## src/rtl/cmp_seq.sv

```systemverilog
// cmp_seq -- multi-cycle wide-operand comparator.
//
// Compares two W = LEN*WORDS bit operands one LEN-bit word per cycle. It
// starts at the most-significant word and stops at the first word that
// differs. From that one unsigned word compare and the two operand sign bits
// it derives the five full-width relations.
//
// Ports
//   clk        rising-edge clock
//   rst        synchronous reset, active high
//   start      compare request, accepted only while in_ready=1
//   in_ready   high while idle
//   A, B       W-bit operands, captured on accept
//   out_valid  result valid, held until out_ack
//   out_ack    consumer takes the result while out_valid=1
//   EQ         A == B
//   SG         signed(A)   > signed(B)
//   UG         unsigned(A) > unsigned(B)
//   MG         signed(A)   > unsigned(B), true numeric value
//   XG         unsigned(A) > signed(B),   true numeric value
//   cycles     number of words examined for the last result (1..WORDS)
//
// state | meaning
// ------+---------------------------------------------------------------
// IDLE  | waiting for start; operands captured on accept
// RUN   | one word compared per cycle, MSW first, early exit on difference
// DONE  | result registers valid and held until out_ack

module cmp_seq #(
   parameter  int LEN   = 16,
   parameter  int WORDS = 4,
   localparam int W     = LEN * WORDS,
   localparam int CW    = $clog2(WORDS + 1)
) (
   input  logic          clk,
   input  logic          rst,
   input  logic          start,
   output logic          in_ready,
   input  logic [W-1:0]  A,
   input  logic [W-1:0]  B,
   output logic          out_valid,
   input  logic          out_ack,
   output logic          EQ,
   output logic          SG,
   output logic          UG,
   output logic          MG,
   output logic          XG,
   output logic [CW-1:0] cycles
);

   // A one-word operand still needs a 1-bit index register.
   localparam int IW = (WORDS > 1) ? $clog2(WORDS) : 1;

   typedef enum logic [1:0] {
      S_IDLE = 2'd0,
      S_RUN  = 2'd1,
      S_DONE = 2'd2
   } state_e;

   state_e          state_q,  state_d;
   logic [W-1:0]    a_q,      a_d;
   logic [W-1:0]    b_q,      b_d;
   logic [IW-1:0]   idx_q,    idx_d;
   logic [CW-1:0]   cnt_q,    cnt_d;
   logic            eq_q,     eq_d;
   logic            sg_q,     sg_d;
   logic            ug_q,     ug_d;
   logic            mg_q,     mg_d;
   logic            xg_q,     xg_d;
   logic [CW-1:0]   cycles_q, cycles_d;

   logic [LEN-1:0]  word_a;
   logic [LEN-1:0]  word_b;
   logic [CW-1:0]   cnt_inc;
   logic            fin;
   logic            eq_int;
   logic            ug_int;
   logic            sa;
   logic            sb;

   // The word mux uses constant part-selects, so only one LEN-bit slice is
   // ever compared.
   always_comb begin
      word_a = '0;
      word_b = '0;
      for (int i = 0; i < WORDS; i++) begin
         if (idx_q == IW'(i)) begin
            word_a = a_q[i*LEN +: LEN];
            word_b = b_q[i*LEN +: LEN];
         end
      end
   end

   assign sa      = a_q[W-1];
   assign sb      = b_q[W-1];
   assign cnt_inc = cnt_q + CW'(1);

   always_comb begin
      state_d  = state_q;
      a_d      = a_q;
      b_d      = b_q;
      idx_d    = idx_q;
      cnt_d    = cnt_q;
      eq_d     = eq_q;
      sg_d     = sg_q;
      ug_d     = ug_q;
      mg_d     = mg_q;
      xg_d     = xg_q;
      cycles_d = cycles_q;
      fin      = 1'b0;
      eq_int   = 1'b0;
      ug_int   = 1'b0;

      case (state_q)
         S_IDLE: begin
            if (start) begin
               a_d     = A;
               b_d     = B;
               idx_d   = IW'(WORDS - 1);
               cnt_d   = '0;
               state_d = S_RUN;
            end
         end

         S_RUN: begin
            cnt_d = cnt_inc;
            if (word_a != word_b) begin
               fin    = 1'b1;
               ug_int = (word_a > word_b);
            end else if (idx_q == '0) begin
               fin    = 1'b1;
               eq_int = 1'b1;
            end else begin
               idx_d = idx_q - IW'(1);
            end

            if (fin) begin
               state_d  = S_DONE;
               eq_d     = eq_int;
               ug_d     = ug_int;
               cycles_d = cnt_inc;
               // Operands of differing sign decide SG on the sign alone.
               // With equal operands ug_int is 0, so SG and MG fall to 0
               // and XG reduces to sb.
               sg_d     = (sa != sb) ? sb : ug_int;
               // A negative signed A can never exceed a non-negative B.
               mg_d     = sa ? 1'b0 : ug_int;
               // A negative signed B is exceeded by any unsigned A.
               xg_d     = sb ? 1'b1 : ug_int;
            end
         end

         S_DONE: begin
            if (out_ack) begin
               state_d = S_IDLE;
            end
         end

         default: begin
            state_d = S_IDLE;
         end
      endcase
   end

   always_ff @(posedge clk) begin
      if (rst) begin
         state_q  <= S_IDLE;
         a_q      <= '0;
         b_q      <= '0;
         idx_q    <= '0;
         cnt_q    <= '0;
         eq_q     <= 1'b0;
         sg_q     <= 1'b0;
         ug_q     <= 1'b0;
         mg_q     <= 1'b0;
         xg_q     <= 1'b0;
         cycles_q <= '0;
      end else begin
         state_q  <= state_d;
         a_q      <= a_d;
         b_q      <= b_d;
         idx_q    <= idx_d;
         cnt_q    <= cnt_d;
         eq_q     <= eq_d;
         sg_q     <= sg_d;
         ug_q     <= ug_d;
         mg_q     <= mg_d;
         xg_q     <= xg_d;
         cycles_q <= cycles_d;
      end
   end

   assign in_ready  = (state_q == S_IDLE);
   assign out_valid = (state_q == S_DONE);
   assign EQ        = eq_q;
   assign SG        = sg_q;
   assign UG        = ug_q;
   assign MG        = mg_q;
   assign XG        = xg_q;
   assign cycles    = cycles_q;

endmodule

```

## config.mk

```make
export PLATFORM = sky130hd
export DESIGN_NAME = cmp_seq
export DESIGN_NICKNAME = d
export VERILOG_FILES = /design/src/rtl/cmp_seq.sv
export SDC_FILE = /design/constraint.sdc
export NUM_CORES = 1
export LEC_CHECK = 0
export CORE_AREA = 8 8 118 120
export CTS_BUF_LIST = sky130_fd_sc_hd__clkbuf_8
export CTS_CLUSTER_DIAMETER = 100
export DETAILED_ROUTE_END_ITERATION = 6
export DIE_AREA = 0 0 126 128
export DONT_BUFFER_PORTS = 1
export GPL_TIMING_DRIVEN = 0
export PLACE_DENSITY = 0.77
export SYNTH_ARGS = -nofsm -noshare
export SYNTH_HDL_FRONTEND = slang
export SYNTH_SLANG_ARGS = --single-unit
```

## constraint.sdc

```tcl
create_clock -name clk -period 4.1 [get_ports clk]
set_input_delay 0.205 -clock clk [delete_from_list [all_inputs] [get_ports clk]]
set_output_delay 0.205 -clock clk [all_outputs]
set_load 0.1 [all_outputs]
```

==> results of run 1 <==
-- final cells by class --
class / count / area [um2]
fill: 1004 / 3900
multi-input combinational: 689 / 3300
sequential: 143 / 2860
timing repair buffer: 132 / 1330
buffer: 70 / 283
clock buffer: 18 / 248
tap: 150 / 188
clock inverter: 12 / 85.1
inverter: 4 / 15.0
-- layer usage --
metal | global-route usage, % | vias up
met2 | 44.6 | 310
met1 | 31.0 | 3027
li1 | - | 3284
met3 | 7.45 | 75
met4 | 12.3 | 0
met5 | 0 | -
-- registers in the layout, summed over array words and instances, names as in the netlist --
signal   cells
state_q      2
MG           1
cnt_q        3
UG           1
EQ           1
b_q         64
a_q         64
cycles       3
idx_q        2
XG           1
SG           1
-- cell families after synthesis --
| family | Yosys count | share of synthesized area (%) |
|---|---|---|
| compound gates | 238 | 19.1 |
| buf+inv | 74 | 4.61 |
| mux | 16 | 2.48 |
| xor+xnor | 1 | 0.136 |
| simple gates | 413 | 25.3 |
| fa+ha+maj | 21 | 4.07 |
| flops | 143 | 44.3 |
-- synth_stat cells, drive strengths merged --
cell type	count	share of area, %
a21o	1	0.12
a31oi	1	0.19
a211oi	4	0.62
xnor2	1	0.14
nor4	1	0.33
nor3	4	0.31
nand2b	3	0.33
o211ai	1	0.12
nor2b	3	0.29
inv	4	0.23
nand3	3	0.23
mux2i	16	2.5
nand4	4	0.62
and2	2	0.23
nand3b	1	0.12
clkbuf	51	3.0
dfxtp	143	44
o21ai	36	2.8
nand2	329	19
ha	21	4.1
a2111o	1	0.17
nor2	63	3.7
a21oi	192	15
buf	19	1.4
a22oi	2	0.23
-- final timing paths --
check                 from         to  slack [ns]  cells past startpoint
hold reg to reg    b_q[51]    b_q[51]        0.46                      2
setup / recovery  idx_q[0]  cycles[0]        0.38                     17
setup reg to reg  idx_q[0]  cycles[0]        0.38                     17
hold / removal       start    b_q[46]        0.26                      4
-- metrics by stage --
step,hold slack [ns],utilization (%),cell area (um2),instances
final,0.255,68.1,8310,1218
after global routing,0.279,68.1,8310,1218
after CTS,0.243,68.1,8310,1218
after detailed placement,0.347,54.8,6690,1059
after global placement,0.342,54.4,6650,1056
after floorplan,0.341,-,6460,906
-- timing repair --
action,CTS,global route
hold endpoints to repair,129,0
resized for setup,0,0
hold buffers,129,0
endpoints found under the setup margin,0,0
-- critical path: cells and delay by family, from the launching register on --
family / cells / cell delay, ns
muxes: 1 / 0.14
adders and majority gates: 2 / 0.49
AOI/OAI and AO/OA: 3 / 0.39
buffers and inverters: 4 / 1.02
and+or+nand+nor: 7 / 1.17
DFF: 1 / 0.35
-- where the power goes --
part / switching [mW] / total, mW / internal [mW]
Combinational: 0.443 / 0.727 / 0.284
Clock: 0.525 / 0.997 / 0.471
Sequential: 0.124 / 1.61 / 1.49
Total: 1.09 / 3.34 / 2.25
==> summary.txt, run 1 <==
Route
  • Antenna violation net count after detailed routing: 0
  • # DRC: 4
  • Drt wl/cell: 17.4 um
  • Vias per inst: 5.50
  • DR top layer: met4
  • Met2 wire length: 10,100 um
  • WL final: 21,200 um
  • WL met3: 1740 um
  • Vias: 6,696
  • Met1 WL: 8630 um
  • Initial DRC Count: 643
  • Drt pass-1 iters: 7

Placement
  • DP HPWL: 14,800 um
  • # port buffers: 0
  • Setup Slack @ Placement: 0.456 ns
  • GPL Wtd Cong: 0.910

GRT
  • Vias in the first global route: 6,788
  • GR Overflow Total: 0
  • Gr usage total: 26.6%
  • Largest net degree at the start of global routing: 17
  • Initial antenna violation count: 0
  • First-pass GRT wire length: 33,700 um

Synth
  • Synthesized area: 0.00646 mm2
  • Register bit total from synthesis: 143
  • Register area share after synthesis: 44.3%
  • Syn_nets: 1,059
  • Mapped Cells: 906
  • Mapped Avg Cell Area: 7.13 um2
  • Synth warn: 0
  • Number of distinct library cells after synthesis: 32

Timing
  • Setup TNS Final: 0 ns
  • Final hold violations: 0
  • Relative slew slack: 26.0%
  • RSZ-0062 raised after global routing: false
  • # setup viols final: 0
  • Max Clock Skew: 0.00778 ns
  • FMAX: 269 MHz
  • Setup WS post-layout: 0.379 ns
  • Worst-margin pin slew: 1.11 ns
  • Period utilization: 90.8%
  • Period minus WS final: 3.72 ns
  • Max Slew Vio Count: 0

Worst setup path
  • Crit path DAT: 4.05 ns
  • CP cell instances: inv_1 > ha_1 > clkbuf_1 > clkbuf_1 > nand2_1 > nor2_1 > a21oi_1 > o21ai_0 > mux2i_1 > ha_1 > nand4_1 > nor4_4 > nand2b_2 > and2_4 > buf_6 > nor2_1 > a211oi_2
  • Crit start category: flop
  • Critical path required time: 4.43 ns
  • Slowest CP cell: clkbuf_1
  • Critical Path Fanout Max: 10
  • Slowest Stage Delay on Critical Path: 0.47 ns
  • CP Class: reg -> reg
  • Crit. End Element: flop

Die
  • Die area: 0.0161 mm2
  • Initial Util: 52.9%
  • Die width: 126 um
  • Core ar.: 0.0122 mm2
  • Core Rows: 41
  • Number of I/O pins: 142
  • Die H: 128 um

CTS
  • CTS tree: done
  • H-tree lvl count: 4
  • Worst skew pair latency: 0.46 ns
  • Num CTS Buffers: 17
  • Post-CTS setup buffers: 0
  • CTS Root Cell: clkbuf_8
  • Clock-pin slew on the worst setup and hold paths: 0.08 ns
  • Clk sink count: 143
  • Clock Path Buffers: 2

Power and ir drop
  • Leak pwr: 3.15 nW
  • IR Drop Worst-Case VDD: 0.230 mV
  • PwrDens: 402 mW/mm2
  • Total power: 3.34 mW

Cells and area
  • Commonest non-fill, non-tap cell in the layout: nand2_1
  • Area delta synth->final: 28.7%
  • Commonest non-fill, non-tap cells in the layout: 329 x nand2_1, 192 x a21oi_1, 143 x dfxtp_1
  • Final layout net count: 1,210
  • # diodes: 0
  • Layout cells sized above 1: 4.31%

Flow run
  • Max_cap viols: 0

Hold path
  • Min-delay worst type: in -> reg

Run status
  • Status: complete, but fails checks
  • Failing checks: design-rule violations
Note: power is estimated with default switching activity, not from simulation.
==> inputs of run 2 (changes only) <==
CORE_AREA = 8 8 108 130   (was 8 8 118 120)
DIE_AREA = 0 0 116 138   (was 0 0 126 128)
PLACE_DENSITY = 0.78   (was 0.77)
==> run 2 against run 1 <==
The flow now finishes without violations. Clock skew is 0.0044 ns higher. Clock power up 13%. Total power grew 4.1%. Non-clock buffer count up 1. Largest power group unchanged. Cell count up 1.2%.
==> summary.txt, run 2 (synthesis gave the netlist of run 1 again) <==
Worst setup path
  • Crit path DAT: 4.04 ns
  • Critical path required time: 4.42 ns
  • Critical Path Fanout Max: 10
  • CP Class: reg -> reg
  • Crit. End Element: flop
  • Crit start category: flop

Flow run
  • Max_cap viols: 0

Run status
  • Status: finished, final reports clean

CTS
  • Clk sink count: 143
  • Clock Path Buffers: 2
  • CTS Root Cell: clkbuf_8
  • Num CTS Buffers: 17
  • Clock-pin slew on the worst setup and hold paths: 0.08 ns
  • Post-CTS setup buffers: 0
  • CTS tree: done
  • H-tree lvl count: 4
  • Hold_buf cts: 129
  • Worst skew pair latency: 0.46 ns
  • CTS-repair resized insts: 0

Timing
  • Setup TNS Final: 0 ns
  • # setup viols final: 0
  • Worst-margin pin slew: 0.999 ns
  • RSZ-0062 raised after global routing: false
  • FMAX: 268 MHz
  • Final hold violations: 0
  • Period minus WS final: 3.73 ns
  • Max Slew Vio Count: 0
  • Max Clock Skew: 0.0122 ns
  • Period utilization: 90.9%
  • Relative slew slack: 33.3%

Power and ir drop
  • IR Drop Worst-Case VDD: 0.245 mV
  • Total power: 3.47 mW
  • PwrDens: 413 mW/mm2
  • Leak pwr: 3.18 nW

Cells and area
  • Final layout net count: 1,211
  • Commonest non-fill, non-tap cells in the layout: 329 x nand2_1, 192 x a21oi_1, 143 x dfxtp_1
  • Final std cells w/o fill: 1,233
  • Layout cells sized above 1: 4.95%
  • Area delta synth->final: 30.3%
  • Largest registers: a_q x64, b_q x64
  • Commonest non-fill, non-tap cell in the layout: nand2_1
  • Final core occ: 70.8%
  • Post-Layout Inst Area: 0.00842 mm2

Placement
  • Inst Count DP: 1,071
  • DP HPWL: 14,700 um
  • Placed Area: 0.00673 mm2
  • GPL Wtd Cong: 0.942
  • # port buffers: 0

Route
  • Vias per inst: 5.52
  • # DRC: 0
  • Drt wl/cell: 17.4 um
  • Initial DRC Count: 534
  • Vias: 6,804
  • Drt pass-1 iters: 6
  • Antenna violation net count after detailed routing: 0
  • WL final: 21,500 um

GRT
  • First-pass GRT wire length: 33,900 um
  • Gr usage total: 27.0%
  • Largest net degree at the start of global routing: 17
  • GR Overflow Total: 0
  • Vias in the first global route: 6,903
  • Initial antenna violation count: 1

Die
  • Core ar.: 0.0119 mm2
  • Core Rows: 44
  • Die H: 138 um
  • Die area: 0.0160 mm2
  • Die width: 116 um
  • Number of I/O pins: 142
  • Initial Util: 54.3%

Hold path
  • Min-delay worst type: in -> reg
run 2: changes by cell type in the layout (fill, tap and decap cells not counted), sizes merged:
cell and delta:
clkbuf +2, bufinv +1, inv -4, diode +1
clkinv +3, buf +1
run 2: cell type report:
cell class	instances	area (um2)
Fill cell	970	3470
Multi-Input combinational cell	689	3300
Sequential cell	143	2860
Timing Repair Buffer	133	1350
Buffer	70	283
Clock buffer	20	275
Tap cell	161	201
Clock inverter	12	119
Inverter	4	15.0
Antenna cell	1	2.50
run 2: worst paths after layout:
path | start | endpoint | slack, ns | cells past startpoint
worst max-delay path | idx_q[0] | cycles[2] | 0.37 | 17
worst min-delay path | start | b_q[47] | 0.30 | 4
worst max register to register | idx_q[0] | cycles[2] | 0.37 | 17
worst min register to register | a_q[22] | a_q[22] | 0.46 | 2
run 2: worst max-delay path, cell delays in order, from the launching register on:
cell	delay, ns
dfxtp_1	0.35
inv_1	0.11
ha_1	0.15
clkbuf_1	0.35
clkbuf_1	0.41
nand2_1	0.10
nor2_1	0.09
a21oi_1	0.07
o21ai_0	0.24
mux2i_1	0.13
ha_1	0.36
nand4_1	0.21
nor4_4	0.41
nand2b_2	0.13
and2_4	0.17
buf_6	0.13
nor2_1	0.11
a211oi_2	0.06
run 2: metal layers:
| layer | share of wire (%) | GRT usage [%] | vias to the layer above |
|---|---|---|---|
| met4 | 4.6 | 15.1 | 0 |
| met3 | 6.9 | 6.10 | 82 |
| met5 | 0 | 0 | - |
| met1 | 40 | 30.9 | 3111 |
| li1 | - | - | 3291 |
| met2 | 49 | 44.9 | 320 |
run 2: through the flow:
stage / setup WS (ns) / hold slack, ns
2_1_floorplan: 1.13 / 0.341
3_3_place_gp: 0.519 / 0.342
3_5_place_dp: 0.440 / 0.348
4_1_cts: 0.433 / 0.267
5_1_grt: 0.112 / 0.300
6_report: 0.373 / 0.300
run 2: power by group:
part	switching, mW	leakage, nW	internal, mW
sequential	0.122	1.17	1.49
combinational	0.449	1.81	0.288
clock	0.547	0.203	0.580
